### src/rtl/text_pkg.sv
// Shared geometry, character ids and control codes for the 15x40 text plane,
// its renderer and the cursor writer.
package text_pkg;

   localparam int ROWS   = 15;
   localparam int COLS   = 40;
   localparam int ROW_W  = 4;
   localparam int COL_W  = 6;
   localparam int CHAR_W = 8;

   localparam logic [ROW_W-1:0] ROW_LAST = ROW_W'(ROWS - 1);
   localparam logic [COL_W-1:0] COL_LAST = COL_W'(COLS - 1);

   localparam logic [CHAR_W-1:0] BLANK     = 8'h20;
   localparam logic [CHAR_W-1:0] CC_BS     = 8'h08;
   localparam logic [CHAR_W-1:0] CC_LF     = 8'h0A;
   localparam logic [CHAR_W-1:0] CC_FF     = 8'h0C;
   localparam logic [CHAR_W-1:0] CC_CR     = 8'h0D;
   localparam logic [CHAR_W-1:0] PRINT_MIN = 8'h20;
   localparam logic [CHAR_W-1:0] PRINT_MAX = 8'h7E;

   // Moves a grid_counter can make on one clock edge
   typedef enum logic [2:0] {
      GOP_HOLD,
      GOP_INC,
      GOP_DEC,
      GOP_ZERO,
      GOP_CR,
      GOP_LF
   } grid_op_t;

endpackage

### src/rtl/grid_counter.sv
// Row-major position counter over the text plane. Wraps at both ends and
// exposes the previous cell so a caller can address it before stepping back.
module grid_counter
   import text_pkg::*;
(
   input  logic             clock,
   input  logic             reset_n,
   input  grid_op_t         op,
   output logic [ROW_W-1:0] row,
   output logic [COL_W-1:0] col,
   output logic [ROW_W-1:0] prev_row,
   output logic [COL_W-1:0] prev_col,
   output logic             at_first,
   output logic             at_last
);

   logic [ROW_W-1:0] next_row;
   logic [COL_W-1:0] next_col;
   logic [ROW_W-1:0] row_plus;

   assign at_first = (row == '0) && (col == '0);
   assign at_last  = (row == ROW_LAST) && (col == COL_LAST);
   assign row_plus = (row == ROW_LAST) ? '0 : row + 1'b1;

   always_comb begin
      prev_row = row;
      prev_col = col - 1'b1;
      if (col == '0) begin
         prev_col = COL_LAST;
         prev_row = (row == '0) ? ROW_LAST : row - 1'b1;
      end
   end

   always_comb begin
      next_row = row;
      next_col = col;
      case (op)
         GOP_INC: begin
            if (col == COL_LAST) begin
               next_col = '0;
               next_row = row_plus;
            end else begin
               next_col = col + 1'b1;
            end
         end
         GOP_DEC: begin
            next_row = prev_row;
            next_col = prev_col;
         end
         GOP_ZERO: begin
            next_row = '0;
            next_col = '0;
         end
         GOP_CR: next_col = '0;
         GOP_LF: begin
            next_col = '0;
            next_row = row_plus;
         end
         default: ;
      endcase
   end

   always_ff @(posedge clock or negedge reset_n) begin
      if (!reset_n) begin
         row <= '0;
         col <= '0;
      end else begin
         row <= next_row;
         col <= next_col;
      end
   end

endmodule

### src/rtl/text_cursor_writer.sv
// Terminal-style writer: turns a char stream into cell writes on the text plane,
// keeping a cursor, handling BS/CR/LF/FF and walking a full-screen clear.
module text_cursor_writer
   import text_pkg::*;
#(
   parameter bit CLEAR_ON_RESET = 1'b1
)
(
   input  logic              clock,
   input  logic              reset_n,
   input  logic [CHAR_W-1:0] char_in,
   input  logic              char_valid,
   output logic              char_ready,
   output logic [CHAR_W-1:0] wr_data,
   output logic [ROW_W-1:0]  wr_row,
   output logic [COL_W-1:0]  wr_col,
   output logic              wr_en,
   output logic [ROW_W-1:0]  cursor_row,
   output logic [COL_W-1:0]  cursor_col
);

   localparam logic [0:0] ST_IDLE  = 1'b0;
   localparam logic [0:0] ST_CLEAR = 1'b1;
   localparam logic [0:0] ST_RESET = CLEAR_ON_RESET ? ST_CLEAR : ST_IDLE;

   logic [0:0]        state;
   logic [0:0]        state_next;
   grid_op_t          cur_op;
   grid_op_t          clr_op;
   logic              accept;
   logic              wr_next;
   logic [CHAR_W-1:0] data_next;
   logic [ROW_W-1:0]  row_next;
   logic [COL_W-1:0]  col_next;

   logic [ROW_W-1:0]  cur_prev_row;
   logic [COL_W-1:0]  cur_prev_col;
   logic              cur_at_first;
   logic              cur_at_last;
   logic [ROW_W-1:0]  clr_row;
   logic [COL_W-1:0]  clr_col;
   logic [ROW_W-1:0]  clr_prev_row;
   logic [COL_W-1:0]  clr_prev_col;
   logic              clr_at_first;
   logic              clr_at_last;

   grid_counter u_cursor (
      .clock    (clock),
      .reset_n  (reset_n),
      .op       (cur_op),
      .row      (cursor_row),
      .col      (cursor_col),
      .prev_row (cur_prev_row),
      .prev_col (cur_prev_col),
      .at_first (cur_at_first),
      .at_last  (cur_at_last)
   );

   grid_counter u_clear (
      .clock    (clock),
      .reset_n  (reset_n),
      .op       (clr_op),
      .row      (clr_row),
      .col      (clr_col),
      .prev_row (clr_prev_row),
      .prev_col (clr_prev_col),
      .at_first (clr_at_first),
      .at_last  (clr_at_last)
   );

   assign char_ready = (state == ST_IDLE);
   assign accept     = char_valid & char_ready;

   // Backspace writes at the cell it steps back to, not at the current cursor
   always_comb begin
      state_next = state;
      cur_op     = GOP_HOLD;
      clr_op     = GOP_HOLD;
      wr_next    = 1'b0;
      data_next  = BLANK;
      row_next   = cursor_row;
      col_next   = cursor_col;
      if (state == ST_CLEAR) begin
         wr_next  = 1'b1;
         row_next = clr_row;
         col_next = clr_col;
         clr_op   = GOP_INC;
         if (clr_at_last) state_next = ST_IDLE;
      end else if (accept) begin
         if ((char_in >= PRINT_MIN) && (char_in <= PRINT_MAX)) begin
            wr_next   = 1'b1;
            data_next = char_in;
            cur_op    = GOP_INC;
         end else begin
            case (char_in)
               CC_BS: begin
                  if (!cur_at_first) begin
                     wr_next  = 1'b1;
                     row_next = cur_prev_row;
                     col_next = cur_prev_col;
                     cur_op   = GOP_DEC;
                  end
               end
               CC_CR: cur_op = GOP_CR;
               CC_LF: cur_op = GOP_LF;
               CC_FF: begin
                  cur_op     = GOP_ZERO;
                  clr_op     = GOP_ZERO;
                  state_next = ST_CLEAR;
               end
               default: ;
            endcase
         end
      end
   end

   always_ff @(posedge clock or negedge reset_n) begin
      if (!reset_n) begin
         state   <= ST_RESET;
         wr_en   <= 1'b0;
         wr_data <= '0;
         wr_row  <= '0;
         wr_col  <= '0;
      end else begin
         state <= state_next;
         wr_en <= wr_next;
         if (wr_next) begin
            wr_data <= data_next;
            wr_row  <= row_next;
            wr_col  <= col_next;
         end
      end
   end

endmodule

### config.mk
export PLATFORM = sky130hd
export DESIGN_NAME = text_cursor_writer
export DESIGN_NICKNAME = d
export VERILOG_FILES = /design/src/rtl/text_pkg.sv /design/src/rtl/grid_counter.sv /design/src/rtl/text_cursor_writer.sv
export SDC_FILE = /design/constraint.sdc
export NUM_CORES = 1
export LEC_CHECK = 0
export CORE_ASPECT_RATIO = 2
export CORE_MARGIN = 3
export CORE_UTILIZATION = 45
export CTS_BUF_LIST = sky130_fd_sc_hd__clkbuf_4 sky130_fd_sc_hd__clkbuf_8 sky130_fd_sc_hd__clkbuf_16
export DETAILED_ROUTE_END_ITERATION = 12
export PLACE_DENSITY = 0.72
export RECOVER_POWER = 50
export SLEW_MARGIN = 10
export SYNTH_ARGS = -nofsm -noshare
export SYNTH_HDL_FRONTEND = slang
export SYNTH_HIERARCHICAL = 1
export SYNTH_SLANG_ARGS = --single-unit
### constraint.sdc
create_clock -name clock -period 3.9 [get_ports clock]
set_input_delay 0.78 -clock clock [delete_from_list [all_inputs] [get_ports clock]]
set_output_delay 0.78 -clock clock [all_outputs]
set_load 0.005 [all_outputs]
==> out/results.txt <==
Cells after Synth: 383
std cell rows: 43
final-report setup violation count: 0
Area Overhead vs Synth: 19.9%
drt wl/cell: 17.7 um
Hold Path Class: reg -> reg
Worst Reg-to-Reg Cells: 10
chip width: 66.5 um
DR vias/cell: 6.11
hold slack: 501 ps
Hold Crit Depth: 2
Power, Total: 1.33 mW
synthesized area: 0.00329 mm^2
Final Net Count: 453
vias in the first global route: 3164
port bufs: 40
CP endpoint kind: register
peak supply drop: 0.204 mV
PD cells: 337 mW/mm^2
I/O pins: 41
Final Skew: 3.95 ps
final hold viol count: 0
CTS tree: built
r2r setup slk: 730 ps
vias after detailed routing: 3171
WP data arrival: 3850 ps
ant diodes: 0
total wire length: 9200 um
hold endpoint: wr_data[7]
post-detail-place hpwl: 6820 um
CTS Buf Count: 5
Period minus WS final: 3640 ps
Worst Min Path Start: wr_data[7]
Iter 0 DRT Violations: 218
core area: 0.00705 mm^2
CP max FO: 8
antenna violations before repair: 0
CP cell instances: dlygate4sd3_1, or2_2, o211ai_1, and2_1, nor3b_1, inv_1, ha_1, or4b_1, o221a_1, a21oi_1
starting density of the core: 46.7%
CP max stage delay: 650 ps
Max Freq: 274 MHz
Overflow after GRT: 0
Setup CP Type: in -> reg
Critical Path Start Type: input port
first-pass GRT wire length: 15300 um
drt first pass iters: 5
WP data required: 4110 ps
Post CTS Setup Buffer Count: 0
global-route usage over all layers: 23.1%
pin count of the biggest net entering global routing: 41
die height: 127 um
hold bufs inserted after CTS: 0
Post-route DRC: 0
Reg clk slew, reported paths: 60 ps
placer congestion estimate: 0.901
max-slew violations: 41
RR Endpoint: u_cursor/col[0]
worst relative slew slack: -43.7%
Pleak: 1.82 nW
Clock Path Buffers: 2
Tcrit/Tclk final: 93.4%
Fillers: 670
share of layout cells above drive strength 1: 10.3%
status: finished, violations left
setup TNS: 0 ps
Mapped Avg Cell Area: 8.60 um^2
Place WS: 136 ps
die area: 0.00844 mm^2
Setup WS post-layout: 257 ps
post-route ant nets: 0
CTS H-Tree Depth: 2
Max Cap Viol: 1
failing checks: max-capacitance violations, max-slew violations
unrepaired setup endpoints after global routing: false
root buffer cell: clkbuf_16
RR Startpoint: u_cursor/row[0]
clk_lat worst skew: 290 ps
clock sinks: 40
Synth warnings: 6
utilization after layout: 56.0%
post-cts gate resize count: 0
Worst-Margin Slew: 2160 ps
Slowest-stage cell, CP: dlygate4sd3_1
-- final cells by class --
| type | instances | area, um^2 | share of cell area (%) |
|---|---|---|---|
| sequential | 40 | 1000 | 25.4 |
| clock inverter | 2 | 35.0 | 0.888 |
| clock buffer | 6 | 133 | 3.36 |
| inverter | 36 | 135 | 3.42 |
| tap | 90 | 113 | 2.85 |
| multi-input combinational | 290 | 2020 | 51.2 |
| timing repair buffer | 55 | 507 | 12.8 |
-- worst max-delay path, delay by kind of cell --
family / cells / cell delay, ps
simple gates: 4 / 1520
compound gates: 3 / 550
fa+ha+maj: 1 / 290
buf+inv: 2 / 730
-- registers in the layout (all words and copies together), names as in the netlist --
signal	cells
wr_data	8
u_cursor/row	4
u_clear/row	4
u_clear/col	6
state	1
wr_row	4
wr_col	6
u_cursor/col	6
wr_en	1
-- cell usage in the layout (no fill, tap or decap), types with 4 or more instances in the layout --
cell	count
a31oi_1	11
clkbuf_16	5
nand4_1	4
mux2i_1	14
and2_1	4
o21bai_1	4
nor3_1	14
and3_1	4
dlygate4sd3_1	15
a32o_1	10
nor2b_1	5
or2_2	4
o21ai_0	13
nor3b_1	5
a22o_1	6
clkdlybuf4s50_1	24
buf_4	15
ha_1	14
dfrtp_1	39
o21a_1	5
a21oi_1	28
inv_1	36
nand2_1	18
conb_1	6
nand3_1	16
nor2_1	34
-- routing by layer --
layer / GRT usage, % / part of all wire, % / up-vias
met5: 0 / 0 / -
met4: 11.0 / 4.0 / 0
met3: 2.04 / 3.0 / 27
met2: 43.7 / 57 / 92
met1: 24.3 / 36 / 1560
li1: - / - / 1492
-- per-stage QoR --
step | cells | instance area, um^2
after floorplan | 388 | 3310
after global placement | 511 | 3780
after detailed placement | 511 | 3780
after CTS | 519 | 3950
after global routing | 519 | 3950
final | 519 | 3950
-- worst max-delay path by stage --
| stage | startpoint | to |
|---|---|---|
| floorplan | char_in[2] | u_cursor/col[0] |
| global placement | char_in[5] | u_cursor/col[0] |
| detailed placement | char_in[5] | u_cursor/col[0] |
| CTS | char_in[5] | u_cursor/col[0] |
| global route | char_in[5] | u_cursor/col[0] |
| finish | char_in[5] | u_cursor/col[0] |
-- power breakdown --
part	internal (mW)	switching, mW	leakage (nW)
registers	0.458	0.0749	0.511
logic	0.159	0.159	1.23
clock network	0.308	0.170	0.0843
No activity file was read; power rests on OpenSTA's default activity.
